### config.mk
export PLATFORM = sky130hd
export DESIGN_NAME = counter_multimode
export DESIGN_NICKNAME = d
export VERILOG_FILES = /design/src/rtl/counter_multimode_pkg.sv /design/src/rtl/counter_multimode_tick_prescaler.sv /design/src/rtl/counter_multimode.sv
export SDC_FILE = /design/constraint.sdc
export NUM_CORES = 1
export LEC_CHECK = 0
export CAP_MARGIN = 20
export CORE_MARGIN = 2
export CORE_UTILIZATION = 55
export DETAILED_ROUTE_END_ITERATION = 10
export PLACE_DENSITY = 0.86
export SLEW_MARGIN = 20
export SYNTH_ARGS = -nofsm -noshare
export SYNTH_HDL_FRONTEND = slang
export SYNTH_SLANG_ARGS = --single-unit
### constraint.sdc
create_clock -name clk -period 4.3 [get_ports clk]
set_input_delay 0.86 -clock clk [delete_from_list [all_inputs] [get_ports clk]]
set_output_delay 0.86 -clock clk [all_outputs]
set_load 0.02 [all_outputs]
### src/rtl/counter_multimode_pkg.sv
// Shared mode encodings for the multimode counter and its prescaler.
package counter_multimode_pkg;

   typedef enum logic [1:0] {
      MODE_SAT     = 2'b00,
      MODE_WRAP    = 2'b01,
      MODE_ONESHOT = 2'b10,
      MODE_SAT_ALT = 2'b11
   } mode_e;

   function automatic logic is_wrap(input logic [1:0] m);
      return mode_e'(m) == MODE_WRAP;
   endfunction

endpackage

### src/rtl/counter_multimode_tick_prescaler.sv
// Divides enabled cycles by (prescale+1); tick is combinational on the terminal count.
// No backpressure: en freezes the count, restart forces it back to zero.
module tick_prescaler #(
   parameter int PRESCALE_WIDTH = 8
) (
   input  logic                      clk,
   input  logic                      rst,
   input  logic                      en,
   input  logic                      restart,
   input  logic [PRESCALE_WIDTH-1:0] prescale,
   output logic                      tick
);

   logic [PRESCALE_WIDTH-1:0] cnt_q, cnt_d;

   // A prescale lowered below cnt_q is never matched until cnt_q rolls over.
   assign tick = en & (cnt_q == prescale);

   always_comb begin
      cnt_d = cnt_q;
      if (restart) begin
         cnt_d = '0;
      end else if (tick) begin
         cnt_d = '0;
      end else if (en) begin
         cnt_d = cnt_q + 1'b1;
      end
   end

   always_ff @(posedge clk or posedge rst) begin
      if (rst) begin
         cnt_q <= '0;
      end else begin
         cnt_q <= cnt_d;
      end
   end

endmodule

### src/rtl/counter_multimode.sv
// Up/down counter with prescaler and programmable limit: saturate, wrap or one-shot.
// out/wrap_pulse/done update on the edge where a step occurs; no backpressure.
module counter_multimode
   import counter_multimode_pkg::*;
#(
   parameter int DATA_WIDTH     = 10,
   parameter int PRESCALE_WIDTH = 8
) (
   input  logic                      clk,
   input  logic                      rst,
   input  logic                      en,
   input  logic                      clr,
   input  logic                      load,
   input  logic [DATA_WIDTH-1:0]     load_val,
   input  logic                      up_dn,
   input  logic [1:0]                mode,
   input  logic [DATA_WIDTH-1:0]     max_val,
   input  logic [PRESCALE_WIDTH-1:0] prescale,
   output logic [DATA_WIDTH-1:0]     out,
   output logic                      at_limit,
   output logic                      wrap_pulse,
   output logic                      done
);

   logic [DATA_WIDTH-1:0] out_q, out_d;
   logic                  wrap_q, wrap_d;
   logic                  done_q, done_d;
   logic                  frozen;
   logic                  tick;
   logic                  step;

   // A finished one-shot stalls both the counter and the prescaler.
   assign frozen = (mode_e'(mode) == MODE_ONESHOT) & done_q;

   tick_prescaler #(
      .PRESCALE_WIDTH(PRESCALE_WIDTH)
   ) u_prescaler (
      .clk     (clk),
      .rst     (rst),
      .en      (en & ~frozen),
      .restart (clr | load),
      .prescale(prescale),
      .tick    (tick)
   );

   assign step = tick & ~clr & ~load;

   always_comb begin
      out_d  = out_q;
      wrap_d = 1'b0;
      done_d = done_q;
      if (clr) begin
         out_d  = '0;
         done_d = 1'b0;
      end else if (load) begin
         out_d  = load_val;
         done_d = 1'b0;
      end else if (step) begin
         if (up_dn) begin
            if (is_wrap(mode)) begin
               if (out_q >= max_val) begin
                  out_d  = '0;
                  wrap_d = 1'b1;
               end else begin
                  out_d = out_q + 1'b1;
               end
            end else begin
               out_d = (out_q < max_val) ? out_q + 1'b1 : max_val;
            end
         end else begin
            if (out_q == '0) begin
               out_d  = is_wrap(mode) ? max_val : '0;
               wrap_d = is_wrap(mode);
            end else begin
               out_d = out_q - 1'b1;
            end
         end
         if (mode_e'(mode) == MODE_ONESHOT &&
             (up_dn ? (out_d == max_val) : (out_d == '0))) begin
            done_d = 1'b1;
         end
      end
   end

   always_ff @(posedge clk or posedge rst) begin
      if (rst) begin
         out_q  <= '0;
         wrap_q <= 1'b0;
         done_q <= 1'b0;
      end else begin
         out_q  <= out_d;
         wrap_q <= wrap_d;
         done_q <= done_d;
      end
   end

   assign out        = out_q;
   assign wrap_pulse = wrap_q;
   assign done       = done_q;
   assign at_limit   = up_dn ? (out_q >= max_val) : (out_q == '0);

endmodule

==> key figures <==
Status
  • Outcome: finished clean

Clock tree
  • Register clock-pin slew on the reported worst setup and hold paths: around 0.080 ns
  • Bufs on Longest Clock Path: 2
  • Buffer count from post-CTS setup fixing: 0
  • # resized after CTS: 0
  • Clock tree from TritonCTS: built
  • # hold bufs at CTS: 0
  • Buffer cell driving the clock tree root: clkbuf_8
  • Number of H-tree levels: 1
  • Inserted Clock Buffers: 3
  • Sink Count: 20
  • Worst-Skew Late Latency: 0.26 ns

Power and ir drop
  • Static leakage: 0.00115 uW
  • Ratio of total power to cell area: 211 mW/mm^2
  • Worst IR drop on VDD: 0.180 mV

Cells and area
  • Final cell count without fillers: between 400 and 500
  • Count of nets after finishing: roughly 400
  • Final design utilization: 72.1%
  • Fill cell instance count of the final layout: 344
  • Number of antenna diodes: 0
  • Share of layout cells above drive strength 1: 8.47%
  • Area delta synth->final: 24.0%

Die
  • Initial standard-cell utilization of the core: around 58%
  • Die boundary width: 69.7 microns
  • Die area: 0.00486 sq mm
  • Core ar.: 0.00409 sq mm
  • Ports placed on the boundary: 49
  • Die height: about 70 microns
  • Floorplan row count: 23

Critical path
  • Cells along the critical path: clkdlybuf4s50_1 > inv_1 > ha_1 > nand4_1 > a211o_1 > o211ai_2 > nor3_1 > nor2_1 > clkdlybuf4s50_1
  • Cell repeated most along the worst path: clkdlybuf4s50_1
  • Largest stage delay, worst path: 0.62 ns
  • CP startpoint kind: input pin
  • Crit end category: output pin
  • Critical-path top delay cell: clkdlybuf4s50_1
  • Buffers & Inverters on Critical Path: 3
  • Data arrival time at the worst-slack endpoint: about 3.3 ns
  • Cell family contributing the most delay on the critical path: buffers and inverters
  • Critical Path RT: 3.44 ns
  • Category of the most critical setup path: in -> out
  • Worst-path maximum fanout: 4

Placement
  • Placed Instances: 400
  • Port-buffer cells: 48
  • Last weighted congestion value of the routability-driven placer: 1.04
  • Setup slack at placement: 0.210 ns
  • HPWL Detailed: 5.97 mm

Job
  • Max capacitance violation total: 0

GRT
  • Initial antenna violation count: 0
  • Vias in the first global route: 2643
  • GRT Residual Overflow: 0
  • Pin count of the biggest net entering global routing: 21
  • Overall fraction of global-route tracks in use: 32.8%
  • Global-route wire length before repair: 13.0 mm

Timing
  • Fmax achieved: between 200 and 250 MHz
  • Pin slew with the least headroom to its limit: 0.761 ns
  • Post-route worst hold slack: 0.583 ns
  • Setup TNS after final layout: 0 ns
  • Max-Slew Margin vs Limit: around half
  • Final Worst Setup Slack: 0.168 ns
  • RSZ-0062 raised after global routing: no
  • Final Cycle Share: a little over nine tenths
  • Post-layout min period: 4.13 ns
  • Number of hold violations in the final report: 0
  • Max Clock Skew: 0.00505 ns
  • Count of endpoints failing setup in the final report: 0
  • Final Max Slew Viols: 0

Logic synthesis
  • Cell count after synthesis: between 300 and 400
  • Avg Inst Size Synth: 7.64 sq um
  • Netlist Area Pre-Place: 0.00238 sq mm
  • Synthesis warning total: 0
  • Synthesized net count: 360
  • EDFF count, synth: 0
  • Distinct cell type count of the synthesized netlist: 62
  • FFs w/ async S/R, synth: 100%
  • Fraction of the yosys area taken by sequential cells: 21.1%
  • Ys flop type: dfrtp_1
  • Seq cells post-synth: 20

Routing
  • DRC Markers: 0
  • Antenna Nets Post-Route: 0
  • Via density per instance: 6.77
  • Drt first pass iters: 8
  • Starting DRT DRC Count: around 480
  • Total detailed-routing wirelength: approximately 7.8 mm
  • Vias post-DR: about 2700
  • Mean routed wirelength per cell: between 15 and 20 microns

Hold path
  • Class of the most critical hold timing path: reg -> reg
## worst min-delay path, cell delays in order (launching register included)
cell	delay, ns
dfrtp_1	0.39
xnor2_1	0.13
nor2_1	0.04
## sequential cells by signal, indices dropped and copies added, names as in the netlist
signal             count
u_prescaler.cnt_q      8
out                   10
wrap_pulse             1
done                   1
## path summary, 6_finish.rpt
| kind | depth (start not counted) | slack [ns] | to | from |
|---|---|---|---|---|
| min in group asynchronous | 2 | 1.04 | done$_DFFE_PP0P_ | rst |
| min | 2 | 0.58 | u_prescaler.cnt_q[7]$_DFFE_PP0P_ | u_prescaler.cnt_q[7]$_DFFE_PP0P_ |
| min reg2reg | 2 | 0.58 | u_prescaler.cnt_q[7]$_DFFE_PP0P_ | u_prescaler.cnt_q[7]$_DFFE_PP0P_ |
| max | 9 | 0.17 | at_limit | max_val[4] |
| max reg2reg | 9 | 1.01 | done$_DFFE_PP0P_ | out[4]$_DFFE_PP0P_ |
| max in group asynchronous | 2 | 2.78 | u_prescaler.cnt_q[0]$_DFFE_PP0P_ | rst |
## synth_stat cells (all sizes together), types with 3 or more instances
cell type	n	area, sq um
a21oi	28	144
nand4	8	62.6
a311oi	8	70.1
ha	13	163
o21ai	11	55.1
and3	3	18.8
dfrtp	20	500
a31oi	4	25.0
mux2i	3	30.0
and4	3	26.3
buf	10	73.8
nor4	3	25.0
nor2	27	101
or3	7	43.8
nor3	15	86.3
o2111ai	4	35.0
a211oi	6	45.0
clkbuf	10	37.5
o31a	4	36.3
o31ai	5	42.5
inv	20	75.1
nand2	34	128
xnor2	14	123
xor2	7	61.3
or4	3	26.3
nand3	6	30.0
## through the flow
step / total power (uW) / cell area [sq um]
5_1_grt: 652 / 2950
3_3_place_gp: 464 / 2890
4_1_cts: 615 / 2950
3_5_place_dp: 469 / 2890
6_report: 620 / 2950
2_1_floorplan: 370 / 2380
## cell type report
class	instances	area (sq um)	area share (%)
multi-input combinational	251	1690	57.3
tap	50	62.6	2.12
sequential	20	500	17.0
inverter	20	75.1	2.55
timing repair buffer	59	563	19.1
clock buffer	4	55.1	1.87
## cell usage in the layout (no fill, tap or decap), types with 3 or more instances in the layout
| cell type | n |
|---|---|
| and3_1 | 3 |
| nand3_1 | 6 |
| nand4_1 | 6 |
| nand2_1 | 34 |
| a311oi_1 | 8 |
| or3_1 | 7 |
| xor2_1 | 7 |
| a21oi_1 | 27 |
| a211oi_1 | 6 |
| clkdlybuf4s50_1 | 48 |
| nor3_1 | 14 |
| dfrtp_1 | 20 |
| clkbuf_8 | 4 |
| o21ai_0 | 9 |
| o31a_1 | 3 |
| ha_1 | 13 |
| nor2_1 | 27 |
| buf_4 | 11 |
| xnor2_1 | 14 |
| and4_1 | 3 |
| o31ai_1 | 4 |
| inv_1 | 20 |
| mux2i_1 | 3 |
| a31oi_1 | 4 |
| o2111ai_1 | 4 |
## metal layers
layer	vias up	global-route usage, %	wire, microns
met5	-	0	0
met4	0	12.6	329
met2	200	51.9	3480
li1	1240	-	-
met3	46	7.99	974
met1	1251	43.3	3010
## cells by family (layout without fill, tap and decap cells)
family / count (synthesis) / count (layout) / share of synthesized area (%)
AND/OR/NAND/NOR: 123 / 123 / 27.2
AO/OA/AOI/OAI: 90 / 90 / 27.5
buffers and inverters: 40 / 83 / 7.85
XOR/XNOR: 21 / 21 / 7.74
flip-flops: 20 / 20 / 21.1
adder cells (fa/ha/maj): 13 / 13 / 6.85
multiplexers: 4 / 4 / 1.74
## power by group
| part | switching (uW) | total (uW) | internal, uW |
|---|---|---|---|
| clock | 63.4 | 145 | 81.6 |
| combinational | 146 | 259 | 113 |
| sequential | 22.0 | 216 | 194 |
| total | 231 | 620 | 389 |
Power figures use the tool's default switching activity.
